<file path="src/rtl/if_pc_ctrl_pkg.sv">
// Shared widths, reset PC, FSM encodings and the IF/ID payload type for the fetch PC controller.
// Optional feature macro used by if_pc_ctrl: IFU_PERF_CNT_EN.
package if_pc_ctrl_pkg;

    localparam int PC_WIDTH    = 64;
    localparam int INSTR_WIDTH = 32;

    localparam logic [PC_WIDTH-1:0] RESET_PC_DEFAULT = 64'h0000_0000_8000_0000;

    localparam logic [0:0] IFC_ST_RUN       = 1'b0;
    localparam logic [0:0] IFC_ST_WAIT_TRAP = 1'b1;

    typedef struct packed {
        logic [PC_WIDTH-1:0]    pc;
        logic [INSTR_WIDTH-1:0] instr;
        logic                   prdt_taken;
        logic                   pc_misalign;
        logic                   bus_err;
    } ifid_payload_t;

    function automatic logic fetch_fault(input logic pc_misalign, input logic bus_err);
        return pc_misalign | bus_err;
    endfunction

endpackage

</file>
<file path="src/rtl/if_pc_ctrl_ifid.sv">
// IF/ID pipeline register: load captures a new fetch, clear drops valid while the payload holds.
module ifid_reg
    import if_pc_ctrl_pkg::*;
(
    input  logic          clk,
    input  logic          rst,
    input  logic          load,
    input  logic          clear,
    input  ifid_payload_t d,
    output logic          valid,
    output ifid_payload_t q
);

    // Load wins over clear; the payload is left untouched when the slot is cleared.
    always_ff @(posedge clk or posedge rst) begin
        if (rst) begin
            valid <= 1'b0;
            q     <= '0;
        end else if (load) begin
            valid <= 1'b1;
            q     <= d;
        end else if (clear) begin
            valid <= 1'b0;
            q     <= q;
        end else begin
            valid <= valid;
            q     <= q;
        end
    end

endmodule

</file>
<file path="src/rtl/if_pc_ctrl.sv">
// Fetch PC register, RUN/WAIT_TRAP sequencing and IF/ID register for the pipe core.
// Defining IFU_PERF_CNT_EN adds fetch/redirect/stall performance counters.
module if_pc_ctrl
    import if_pc_ctrl_pkg::*;
#(
    parameter logic [PC_WIDTH-1:0] RESET_PC = RESET_PC_DEFAULT
) (
    input  logic                   clk,
    input  logic                   rst,
    output logic [PC_WIDTH-1:0]    IF_pc_o,
    input  logic [PC_WIDTH-1:0]    ifu_pc_next_i,
    input  logic [INSTR_WIDTH-1:0] ifu_instr_i,
    input  logic                   ifu_prdt_taken_i,
    input  logic                   ifu_pc_misalign_i,
    input  logic                   ifu_bus_err_i,
    input  logic                   ex_redir_i,
    input  logic [PC_WIDTH-1:0]    ex_redir_pc_i,
    input  logic                   trap_redir_i,
    input  logic [PC_WIDTH-1:0]    trap_redir_pc_i,
    input  logic                   id_ready_i,
    output logic                   ID_valid_o,
    output logic [PC_WIDTH-1:0]    ID_pc_o,
    output logic [INSTR_WIDTH-1:0] ID_instr_o,
    output logic                   ID_prdt_taken_o,
    output logic                   ID_pc_misalign_o,
    output logic                   ID_bus_err_o
`ifdef IFU_PERF_CNT_EN
    ,
    output logic [63:0]            perf_fetch_cnt_o,
    output logic [63:0]            perf_redir_cnt_o,
    output logic [63:0]            perf_stall_cnt_o
`endif
);

    logic [PC_WIDTH-1:0] pc_r;
    logic [PC_WIDTH-1:0] pc_nxt_s;
    logic [0:0]          state_r;
    logic [0:0]          state_nxt_s;
    logic                accept_s;
    logic                load_s;
    logic                clear_s;
    logic                stall_s;
    ifid_payload_t       fetch_s;
    ifid_payload_t       ifid_q_s;

    assign accept_s = ~ID_valid_o | id_ready_i;

    assign fetch_s.pc          = pc_r;
    assign fetch_s.instr       = ifu_instr_i;
    assign fetch_s.prdt_taken  = ifu_prdt_taken_i;
    assign fetch_s.pc_misalign = ifu_pc_misalign_i;
    assign fetch_s.bus_err     = ifu_bus_err_i;

    // Redirect priority (trap over EX), then fetch/stall in RUN, drain-only in WAIT_TRAP.
    always_comb begin
        pc_nxt_s    = pc_r;
        state_nxt_s = state_r;
        load_s      = 1'b0;
        clear_s     = 1'b0;
        stall_s     = 1'b0;
        if (trap_redir_i) begin
            pc_nxt_s    = trap_redir_pc_i;
            clear_s     = 1'b1;
            state_nxt_s = IFC_ST_RUN;
        end else if (ex_redir_i) begin
            pc_nxt_s    = ex_redir_pc_i;
            clear_s     = 1'b1;
            state_nxt_s = IFC_ST_RUN;
        end else begin
            case (state_r)
                IFC_ST_RUN: begin
                    if (accept_s) begin
                        pc_nxt_s = ifu_pc_next_i;
                        load_s   = 1'b1;
                        if (fetch_fault(ifu_pc_misalign_i, ifu_bus_err_i)) begin
                            state_nxt_s = IFC_ST_WAIT_TRAP;
                        end else begin
                            state_nxt_s = IFC_ST_RUN;
                        end
                    end else begin
                        stall_s = 1'b1;
                    end
                end
                IFC_ST_WAIT_TRAP: begin
                    clear_s = id_ready_i;
                end
                default: begin
                    state_nxt_s = IFC_ST_RUN;
                end
            endcase
        end
    end

    // PC and FSM state registers.
    always_ff @(posedge clk or posedge rst) begin
        if (rst) begin
            pc_r    <= RESET_PC;
            state_r <= IFC_ST_RUN;
        end else begin
            pc_r    <= pc_nxt_s;
            state_r <= state_nxt_s;
        end
    end

    ifid_reg u_ifid (
        .clk   (clk),
        .rst   (rst),
        .load  (load_s),
        .clear (clear_s),
        .d     (fetch_s),
        .valid (ID_valid_o),
        .q     (ifid_q_s)
    );

    assign IF_pc_o          = pc_r;
    assign ID_pc_o          = ifid_q_s.pc;
    assign ID_instr_o       = ifid_q_s.instr;
    assign ID_prdt_taken_o  = ifid_q_s.prdt_taken;
    assign ID_pc_misalign_o = ifid_q_s.pc_misalign;
    assign ID_bus_err_o     = ifid_q_s.bus_err;

`ifdef IFU_PERF_CNT_EN
    // Free-running wrapping event counters.
    always_ff @(posedge clk or posedge rst) begin
        if (rst) begin
            perf_fetch_cnt_o <= 64'd0;
            perf_redir_cnt_o <= 64'd0;
            perf_stall_cnt_o <= 64'd0;
        end else begin
            perf_fetch_cnt_o <= perf_fetch_cnt_o + {63'd0, load_s};
            perf_redir_cnt_o <= perf_redir_cnt_o + {63'd0, (trap_redir_i | ex_redir_i)};
            perf_stall_cnt_o <= perf_stall_cnt_o + {63'd0, stall_s};
        end
    end
`endif

endmodule

</file>
<file path="config.mk">
export PLATFORM = sky130hd
export DESIGN_NAME = if_pc_ctrl
export DESIGN_NICKNAME = d
export VERILOG_FILES = /design/src/rtl/if_pc_ctrl_pkg.sv /design/src/rtl/if_pc_ctrl_ifid.sv /design/src/rtl/if_pc_ctrl.sv
export SDC_FILE = /design/constraint.sdc
export NUM_CORES = 1
export LEC_CHECK = 0
export CAP_MARGIN = 5
export CORE_AREA = 2 2 156 158
export CTS_CLUSTER_SIZE = 24
export DETAILED_ROUTE_END_ITERATION = 8
export DIE_AREA = 0 0 158 160
export MAX_ROUTING_LAYER = met4
export PLACE_DENSITY = 0.66
export SKIP_LAST_GASP = 1
export SLEW_MARGIN = 20
export SYNTH_ARGS = -nofsm -noshare
export SYNTH_HDL_FRONTEND = slang
export SYNTH_HIERARCHICAL = 1
export SYNTH_SLANG_ARGS = --single-unit
</file>
<file path="constraint.sdc">
create_clock -name clk -period 6.7 [get_ports clk]
set_input_delay 1.34 -clock clk [delete_from_list [all_inputs] [get_ports clk]]
set_output_delay 1.34 -clock clk [all_outputs]
set_load 0.01 [all_outputs]
</file>
Word level (Yosys, flattened, before mapping)
Cells that the tools add are included.
{"block": "totals", "regBits": 165, "input_bits": 232, "word_cells": 33}
{"block": "op_classes", "eq_ne": 1, "muxes": 18, "n_bitwise": 3, "reduce_logical": 3}
{"cell": "$mux W64", "count": 4}
{"cell": "$mux W1", "count": 14}
{"cell": "$ne A3 B3 Y1 const B", "count": 1}
{"cell": "$reduce_bool A3 Y1", "count": 1}
{"cell": "$or A1 B1 Y1", "count": 2}
{"cell": "$reduce_and A2 Y1", "count": 1}
{"cell": "$reduce_bool A2 Y1", "count": 1}
{"cell": "$not A1 Y1", "count": 1}

Longest topological paths before layout
Gate-level depths: netlist of run 1.
{"block": "depth", "depth_word": 7, "depth_mapped": 6, "mapped_depth_nobuf": 4}

Hierarchy
The synthesis of run 1 kept the hierarchy.
{"mod": "ifid_reg", "n_inst": 1, "cells_each": 213, "area_each_um2": 4215.3}
{"mod": "if_pc_ctrl", "n_inst": 1, "cells_each": 234, "area_each_um2": 3055.4}

Least setup slack after synthesis of run 1
OpenSTA, ideal clock, no wires.
{"block": "synth_timing", "path_type": "input -> register", "start": "input ex_redir_i", "end": "register u_ifid/q[0] (netlist bit)", "setup_time_ps": 125, "arrival_ps": 2683, "required_ps": 6575, "setup_slack_ps": 3892, "cell_stages": 6, "n_path_buf": 3, "cell_sequence": "or2_1 > nor3b_2 > buf_2 > buf_6 > buf_12 > mux2_4"}
{"block": "synth_via", "elab_chain_cells": 2}
{"element": "start: declaration", "line": "if_pc_ctrl.sv:16", "rtl": "input logic ex_redir_i,"}
{"element": "$mux W1", "line": "if_pc_ctrl.sv:65", "rtl": "end else if (ex_redir_i) begin"}
{"element": "$mux W1", "line": "if_pc_ctrl.sv:61", "rtl": "if (trap_redir_i) begin"}
{"element": "net load_s", "line": "if_pc_ctrl.sv:40", "rtl": "logic load_s;"}
{"element": "end signal: assignment", "line": "if_pc_ctrl_ifid.sv:24", "rtl": "q <= q;"}
{"element": "end signal: assignment", "line": "if_pc_ctrl_ifid.sv:27", "rtl": "q <= q;"}
{"element": "end: declaration", "line": "if_pc_ctrl_ifid.sv:11", "rtl": "output ifid_payload_t q"}
The timed path passes the listed nets, and every way through them passes these cells.
A chain may end at the register's enable or synchronous reset.

Final worst setup path of run 1
{"block": "layout_timing", "start": "input ex_redir_i", "end": "register u_ifid/q[96] (netlist bit)"}
{"block": "layout_via", "elab_chain_cells": 2}
{"element": "$mux W1", "line": "if_pc_ctrl.sv:65"}
{"element": "$mux W1", "line": "if_pc_ctrl.sv:61"}
Every way passes these cells.

==> results of run 1 <==
## metal layers
layer	global-route usage [%]	routed length, µm	vias up
li1	-	-	2525
met1	22.39	9678	2721
met2	28.99	10960	241
met3	4.749	1424	30
met4	5.364	520	0
met5	-	0	-
## cells in the mapped netlist
cell / instances
dfrtp_1: 164
mux2_4: 99
a221o_1: 64
a22o_1: 62
clkbuf_1: 12
buf_12: 10
buf_2: 9
buf_6: 6
nand2_1: 4
inv_1: 3
o21ai_0: 3
a21o_1: 2
a21oi_1: 1
a21oi_2: 1
buf_4: 1
clkinv_1: 1
dfstp_2: 1
nand2b_1: 1
nor2b_1: 1
nor3b_2: 1
or2_1: 1
## through the flow
| step | setup slack, ns | hold slack [ns] | total power [mW] | instances |
|---|---|---|---|---|
| 2_1_floorplan | 2.741 | 0.5401 | 1.728 | 447 |
| 3_3_place_gp | 2.935 | 0.4972 | 2.309 | 1135 |
| 3_5_place_dp | 2.873 | 0.4912 | 2.320 | 1135 |
| 4_1_cts | 3.310 | 0.5103 | 3.315 | 1166 |
| 5_1_grt | 3.201 | 0.5207 | 3.427 | 1166 |
| 6_report | 3.250 | 0.5074 | 3.273 | 1166 |
## how the worst min path moves through the flow
stage / startpoint / endpoint / slack [ns] / depth (start not counted)
2_1_floorplan: u_ifid/valid$_DFFE_PP0P_ / u_ifid/valid$_DFFE_PP0P_ / 0.54 / 1
3_3_place_gp: u_ifid/q[35]$_DFFE_PP0P_ / u_ifid/q[35]$_DFFE_PP0P_ / 0.50 / 1
3_5_place_dp: u_ifid/q[30]$_DFFE_PP0P_ / u_ifid/q[30]$_DFFE_PP0P_ / 0.49 / 1
4_1_cts: u_ifid/q[10]$_DFFE_PP0P_ / u_ifid/q[10]$_DFFE_PP0P_ / 0.51 / 1
5_1_grt: u_ifid/q[33]$_DFFE_PP0P_ / u_ifid/q[33]$_DFFE_PP0P_ / 0.52 / 1
6_report: u_ifid/q[10]$_DFFE_PP0P_ / u_ifid/q[10]$_DFFE_PP0P_ / 0.51 / 1
## flip-flops by register name, indices dropped and copies added, names as in the netlist
| name | flops |
|---|---|
| u_ifid/valid | 1 |
| u_ifid/q | 99 |
| IF_pc_o | 64 |
| state_r | 1 |
## report_power, final
group          total, mW  switching, mW  internal, mW
Sequential          1.30          0.126          1.18
Clock              0.976          0.421         0.555
Combinational      0.993          0.330         0.663
## layout make-up
cell class | count | area share (%)
Clock buffer | 19 | 3.630
Clock inverter | 12 | 1.217
Inverter | 4 | 0.1469
Multi-Input combinational cell | 240 | 23.32
Sequential cell | 165 | 34.63
Tap cell | 324 | 3.399
Timing Repair Buffer | 402 | 33.66
## cell families after synthesis
| kind of cell | count (synthesis) |
|---|---|
| and+or+nand+nor | 8 |
| muxes | 99 |
| DFF | 165 |
| buffers and inverters | 42 |
| AOI/OAI and AO/OA | 133 |
==> reports/metrics.yaml, run 1 <==
synthesis:
  ys_ff_latch: 165
  muxShareOfSynthArea_pct: 20.44
  synth_xor_area_share_pct: 0
  synthDominantCellAreaShare_pct: 56.44
  syn-cell-area_um2: 7271
  synth_area_leader_cell: "dfrtp_1"
  ys_seq_area_share_pct: 56.81
  synth_top_family_by_area: "multiplexers"
  netlist_top_cells_area: "dfrtp_1 (56%), mux2_4 (20%), a221o_1 (8.8%), a22o_1 (7.5%), buf_12 (2.8%)"
  netlist_instances: 447
  synthAdderAreaFrac_pct: 0
  syn_nets: 679
  ys_types: 21
  synth-compound-area-share_pct: 16.88
  synth_simple_gate_area_share_pct: 0.6367
  postSynthAreaPerCell_um2: 16.27
  yosysWarnings: 6
placed_design:
  dp_hpwl_mm: 16.43
  gp_congestion: 0.7881
  place_area_um2: 11350
  port_buffers: 395
timing:
  tightest_slew_ns: 1.206
  period_needed_ns: 3.450
  period_share_pct: 51.49
  maxSlewViolCount: 0
  setup_viol: 0
  setup_tns_ns: 0
  finalHoldViolCount: 0
  clock_skew_ns: 0.01033
  rsz0062_at_grt: "no"
  max_freq_mhz: 289.9
  slew_headroom_pct: 19.62
cts:
  cts_buffer_depth: 2
  cts.sinks: 165
  cts_hold_buf: 0
  cts_resized: 0
  clk_latency_ns: 0.41
  cts_root_buffer: "clkbuf_16"
  ctsHtreeMaxLevel: 4
  numCtsBuffers: 17
  cts_setup_buffers: 0
  cts_tree: "yes"
  cts.clk_slew.worst_paths_ns: 0.07
critical_path:
  r2r_cells: 4
  rr_startpoint: "u_ifid/valid$_DFFE_PP0P_"
  cp_max_fo: 150
  crit_path_max_incr_delay_ns: 0.53
  crit_chain: "clkdlybuf4s50_1 > or2_1 > nor3b_4 > buf_12 > mux2_4"
  cp-endpoint: "u_ifid/q[96]$_DFFE_PP0P_"
  worstSetupStartpoint: "ex_redir_i"
  r2r_end: "u_ifid/q[96]$_DFFE_PP0P_"
  crit_cells: 5
  start_kind: "input pin"
  crit_slowest_cell: "buf_12"
  ff2ff_setup_slack_ns: 4.44
  crit_required_ns: 6.99
  worst-path-buf-inv: 2
  arrival_ns: 3.74
  critical-path-top-delay-family: "buffers and inverters"
  cp-end-kind: "register"
  worstSetupPathType: "in2reg"
routing:
  vias_per_cell: 4.732
  vias: 5517
  drt-initial-drc-count: 290
  routed_wl_mm: 22.58
  drtAntennaViolNets: 0
  wire_per_inst_um: 19.37
  drcViolationCount: 0
  dr.pass1.iters: 4
cells_and_area:
  seq_area_um2: 4130
  layout.nets: 1062
  drive_gt1_share_pct: 16.86
  antenna_cells: 0
  fin_util_pct: 50.07
  area_growth_pct: 64.03
  layout_commonest_cell: "clkdlybuf4s50_1"
  filler_cell_count: 2136
  fin_area_um2: 11930
  multiInputGateArea_um2: 2781
  mostFrequentLayoutCells: "clkdlybuf4s50_1 (394), dfrtp_1 (164), mux2_4 (99)"
floorplanning:
  core_um2: 23820
  row_count: 57
  initial_utilization_pct: 30.52
  die_y_um: 160
  io_pins: 396
  die_x_um: 158
  dieArea_um2: 25280
hold_path:
  hp-class: "reg2reg"
global_route:
  antenna_found_initial: 0
  grt_max_degree: 151
  grt_pass1_vias: 5884
  grt_pass1_wl_mm: 33.78
  gr-total-overflow: 0
  grt_usage_pct: 18.07
pwr:
  power.leakage_nw: 5.046
  p_per_area_nw_per_um2: 274.4
  vdd_drop_max_mv: 0.1261
job:
  maxCapViolCount: 0
run_status:
  status: "complete, no violations"
No activity file was read; power rests on OpenSTA's default activity.
==> inputs of run 2 (changes only) <==
CORE_AREA = 2 2 153 155   (was 2 2 156 158)
DIE_AREA = 0 0 155 157   (was 0 0 158 160)
PLACE_DENSITY = 0.68   (was 0.66)
clock period = 3.26 ns   (was 6.7 ns; I/O delays follow)
==> run 2 against run 1 <==
  * Power rose by 100%
  * Clock power increased by 99%
  * Clock-buffer cell count down 1
  * Largest power group unchanged
  * Highest routed layer unchanged
==> reports/metrics.yaml, run 2 (same netlist as run 1, synthesis figures left out) <==
run_status:
  status: "complete, no violations"
global_route:
  grt_pass1_wl_mm: 34.53
  antenna_found_initial: 0
  grt_usage_pct: 19.03
  grt_max_degree: 72
  gr-total-overflow: 0
  grt_pass1_vias: 5929
routing:
  routed_wl_mm: 23.04
  vias_per_cell: 4.940
  vias: 5592
  drt-initial-drc-count: 217
  drcViolationCount: 0
  wire_per_inst_um: 20.35
  dr.pass1.iters: 4
  drtAntennaViolNets: 0
timing:
  fin_ws_ns: 0.8214
  setup_tns_ns: 0
  timing.hold.ws_ns: 0.5080
  maxSlewViolCount: 0
  period_share_pct: 74.80
  tightest_slew_ns: 0.7344
  rsz0062_at_grt: "no"
  slew_headroom_pct: 51.04
  clock_skew_ns: 0.01197
  period_needed_ns: 2.439
  finalHoldViolCount: 0
  max_freq_mhz: 410.1
  setup_viol: 0
critical_path:
  crit_required_ns: 3.55
  arrival_ns: 2.73
  rr_startpoint: "u_ifid/valid$_DFFE_PP0P_"
  crit_chain: "clkdlybuf4s50_1 > or2_1 > nor3b_4 > buf_12 > mux2_4"
  cp_max_fo: 71
  worstSetupPathType: "in2reg"
  cp-end-kind: "register"
  worstSetupStartpoint: "ex_redir_i"
  crit_slowest_cell: "clkdlybuf4s50_1"
  crit_path_max_incr_delay_ns: 0.47
  start_kind: "input pin"
pwr:
  vdd_drop_max_mv: 0.2424
  power_frac_seq_pct: 40.2
  p_int_mw: 4.863
  pwr-share-comb_pct: 30.8
  p_per_area_nw_per_um2: 558.6
  p_switching_mw: 1.802
  swShare_pct: 27.03
  clkPwrFrac_pct: 29.0
  power.leakage_nw: 5.068
floorplanning:
  core_um2: 22500
  dieArea_um2: 24340
  row_count: 55
  die_y_um: 157
  io_pins: 396
  initial_utilization_pct: 32.31
  die_x_um: 155
placed_design:
  port_buffers: 395
  dp_hpwl_mm: 17.24
  dpl_worst_slack_ns: 0.4217
  gp_congestion: 0.8085
  place_area_um2: 11370
cells_and_area:
  multiInputGateArea_um2: 2781
  layout_commonest_cell: "clkdlybuf4s50_1"
  top_register: "u_ifid/q"
  layout.nets: 1068
  largest_reg_flops: 99
  mostFrequentLayoutCells: "clkdlybuf4s50_1 (394), dfrtp_1 (164), mux2_4 (99)"
  area_growth_pct: 64.10
  fin_area_um2: 11930
  seq_area_um2: 4130
  drive_gt1_share_pct: 17.59
  filler_cell_count: 1933
  antenna_cells: 0
cts:
  cts_resized: 0
  cts_tree: "yes"
  numCtsBuffers: 17
  cts_buffer_depth: 2
  cts_root_buffer: "clkbuf_16"
  cts.sinks: 165
  cts_setup_buffers: 0
  cts.clk_slew.worst_paths_ns: 0.07
  cts_hold_buf: 0
  clk_latency_ns: 0.42
  ctsHtreeMaxLevel: 4
job:
  maxCapViolCount: 0
hold_path:
  min_from: "u_ifid/q[77]$_DFFE_PP0P_"
  hp-class: "reg2reg"
run 2: final timing paths:
check / to / slack (ns) / cells past startpoint
max: u_ifid/q[57]$_DFFE_PP0P_ / 0.82 / 5
min reg2reg: u_ifid/q[77]$_DFFE_PP0P_ / 0.51 / 1
max in group asynchronous: u_ifid/q[93]$_DFFE_PP0P_ / 2.12 / 3
min in group asynchronous: IF_pc_o[27]$_DFFE_PP0P_ / 0.73 / 3
min: u_ifid/q[77]$_DFFE_PP0P_ / 0.51 / 1
max reg2reg: u_ifid/q[57]$_DFFE_PP0P_ / 1.27 / 4
run 2: area by class of cell:
class                           count  area share, %
Sequential cell                   165          34.62
Clock buffer                       18          3.681
Timing Repair Buffer              408          34.23
Multi-Input combinational cell    240          23.31
Inverter                            4         0.1573
Clock inverter                     12          1.017
Tap cell                          285          2.989
run 2: worst max-delay path, delay by kind of cell:
kind / cells / cell delay (ns)
buffers and inverters: 2 / 0.85
and+or+nand+nor: 2 / 0.77
muxes: 1 / 0.34
run 2: routing by layer:
metal | routed length, µm | vias to the layer above | share of wire [%] | global-route usage (%)
li1 | - | 2533 | - | -
met1 | 9788 | 2791 | 42 | 23.60
met2 | 11520 | 249 | 50 | 31.53
met3 | 1391 | 19 | 6.0 | 4.873
met4 | 339 | 0 | 1.5 | 4.145
met5 | 0 | - | 0 | -
run 2: power by group through the flow:
| stage | clock network, mW | registers, mW | logic (mW) |
|---|---|---|---|
| 2_1_floorplan | 0 | 2.84 | 0.712 |
| 3_3_place_gp | 0 | 2.71 | 2.05 |
| 3_5_place_dp | 0 | 2.71 | 2.07 |
| 4_1_cts | 1.98 | 2.68 | 2.08 |
| 5_1_grt | 2.07 | 2.73 | 2.16 |
| 6_report | 1.94 | 2.68 | 2.05 |
run 2: through the flow:
step | cells | utilization, % | power (mW)
global placement | 1102 | 50.53 | 4.752
floorplan | 447 | - | 3.552
finish | 1132 | 53.02 | 6.665
global route | 1132 | 53.02 | 6.961
detailed placement | 1102 | 50.53 | 4.781
CTS | 1132 | 53.02 | 6.745
==> inputs of run 3 (changes only) <==
clock period = 2.5 ns   (was 3.26 ns; I/O delays follow)
==> run 3 against run 2 <==
  * Sequential power is 31% higher
  * First-iteration DRC count up 4.1%
  * Power increased by 31%
==> reports/metrics.yaml, run 3 (same netlist as run 1, synthesis figures left out) <==
run_status:
  status: "complete, no violations"
global_route:
  top_usage_layer: "met2"
  grt_max_degree: 101
  met1_usage_pct: 24.31
  grt_pass1_vias: 6115
  grt_usage_pct: 19.68
  antenna_found_initial: 1
  gr-total-overflow: 0
  grt_pass1_wl_mm: 35.60
  grt.met3_usage_pct: 5.011
  met2_usage_pct: 31.45
hold_path:
  hp-class: "reg2reg"
  min_from: "u_ifid/q[63]$_DFFE_PP0P_"
  worstHoldEndpoint: "u_ifid/q[63]$_DFFE_PP0P_"
  hold_depth: 1
pwr:
  swShare_pct: 27.16
  vdd_drop_max_mv: 0.3980
  pwr-share-comb_pct: 31.1
  power_frac_seq_pct: 40.1
  p_int_mw: 6.355
  p_per_area_nw_per_um2: 718.9
  clkPwrFrac_pct: 28.8
  p_switching_mw: 2.370
  power.leakage_nw: 5.176
  finalPower_mw: 8.725
placed_design:
  dp_hpwl_mm: 17.60
  port_buffers: 395
  place_area_um2: 11580
  gp_congestion: 0.7988
timing:
  period_share_pct: 80.74
  rsz0062_at_grt: "no"
  setup_tns_ns: 0
  tightest_slew_ns: 0.8372
  finalHoldViolCount: 0
  setup_viol: 0
  maxSlewViolCount: 0
  max_freq_mhz: 495.4
  slew_headroom_pct: 44.07
  period_needed_ns: 2.019
  clock_skew_ns: 0.01347
critical_path:
  arrival_ns: 1.52
  start_kind: "register"
  crit_slowest_cell: "dfstp_2"
  crit_required_ns: 2.00
  crit_path_max_incr_delay_ns: 0.55
  crit_chain: "clkdlybuf4s50_1"
  r2r_end: "u_ifid/q[21]$_DFFE_PP0P_"
  worst-path-buf-inv: 1
  worstSetupPathType: "reg2out"
  rr_startpoint: "u_ifid/valid$_DFFE_PP0P_"
  ff2ff_setup_slack_ns: 0.80
  cp_max_fo: 3
  critical-path-top-delay-family: "flip-flops"
  r2r_cells: 5
  cp-end-kind: "output pin"
cts:
  cts.sinks: 165
  cts_buffer_depth: 2
  cts_resized: 0
  clk_latency_ns: 0.42
  cts_hold_buf: 0
  cts_root_buffer: "clkbuf_16"
  cts_setup_buffers: 0
  ctsHtreeMaxLevel: 4
  cts.clk_slew.worst_paths_ns: 0.07
  numCtsBuffers: 17
  cts_tree: "yes"
cells_and_area:
  mostFrequentLayoutCells: "clkdlybuf4s50_1 (394), dfrtp_1 (164), mux2_4 (99)"
  seq_area_um2: 4130
  layout_commonest_cell: "clkdlybuf4s50_1"
  drive_gt1_share_pct: 18.98
  fin_area_um2: 12140
  layout.nets: 1084
  top_register: "u_ifid/q"
  largest_reg_flops: 99
  filler_cell_count: 1890
  fin_util_pct: 53.93
  multiInputGateArea_um2: 2781
  area_growth_pct: 66.91
floorplanning:
  die_y_um: 157
  dieArea_um2: 24340
  core_um2: 22500
  die_x_um: 155
  io_pins: 396
  initial_utilization_pct: 32.31
  row_count: 55
routing:
  routed_wl_mm: 23.43
  drt-initial-drc-count: 226
  drcViolationCount: 0
  dr.pass1.iters: 6
  vias: 5645
  drtAntennaViolNets: 0
  wire_per_inst_um: 20.37
  vias_per_cell: 4.909
job:
  maxCapViolCount: 0
run 3: worst max path at each step:
stage                                  startpoint                        to  slack (ns)  cells after the start
after detailed placement               ex_redir_i  u_ifid/q[66]$_DFFE_PP0P_        0.08                      6
final                     IF_pc_o[31]$_DFFE_PP1P_               IF_pc_o[31]        0.48                      1
after floorplan                               rst    IF_pc_o[0]$_DFFE_PP0P_        0.38                      1
after CTS                 IF_pc_o[31]$_DFFE_PP1P_               IF_pc_o[31]        0.45                      1
after global routing                   ex_redir_i   IF_pc_o[45]$_DFFE_PP0P_        0.44                      5
after global placement                 ex_redir_i  u_ifid/q[64]$_DFFE_PP0P_        0.11                      6
run 3: area by class of cell:
type	count	area share, %
Tap cell	285	2.938
Sequential cell	165	34.03
Antenna cell	1	0.02062
Timing Repair Buffer	424	35.36
Clock buffer	19	3.567
Multi-Input combinational cell	240	22.92
Inverter	4	0.1547
Clock inverter	12	1.000
run 3: power by group through the flow:
| stage | sequential, mW | clock, mW | combinational, mW |
|---|---|---|---|
| after floorplan | 3.70 | 0 | 0.928 |
| after global placement | 3.54 | 0 | 2.70 |
| after detailed placement | 3.53 | 0 | 2.74 |
| after CTS | 3.50 | 2.60 | 2.75 |
| after global routing | 3.56 | 2.70 | 2.86 |
| final | 3.50 | 2.51 | 2.71 |
run 3: metal layers:
metal  share of wire (%)  up-vias  routed length (µm)
li1                    -     2560                   -
met1                  43     2792                9993
met2                  49      253               11500
met3                 5.7       40                1325
met4                 2.6        0                 610
met5                   0        -                   0
run 3: metrics by stage:
| step | setup WS [ns] | std cells | hold slack (ns) |
|---|---|---|---|
| after floorplan | 0.3752 | 447 | 0.5401 |
| after global placement | 0.1064 | 1118 | 0.4942 |
| after detailed placement | 0.07806 | 1118 | 0.4924 |
| after CTS | 0.4474 | 1149 | 0.5096 |
| after global routing | 0.4391 | 1150 | 0.5256 |
| final | 0.4814 | 1150 | 0.5085 |
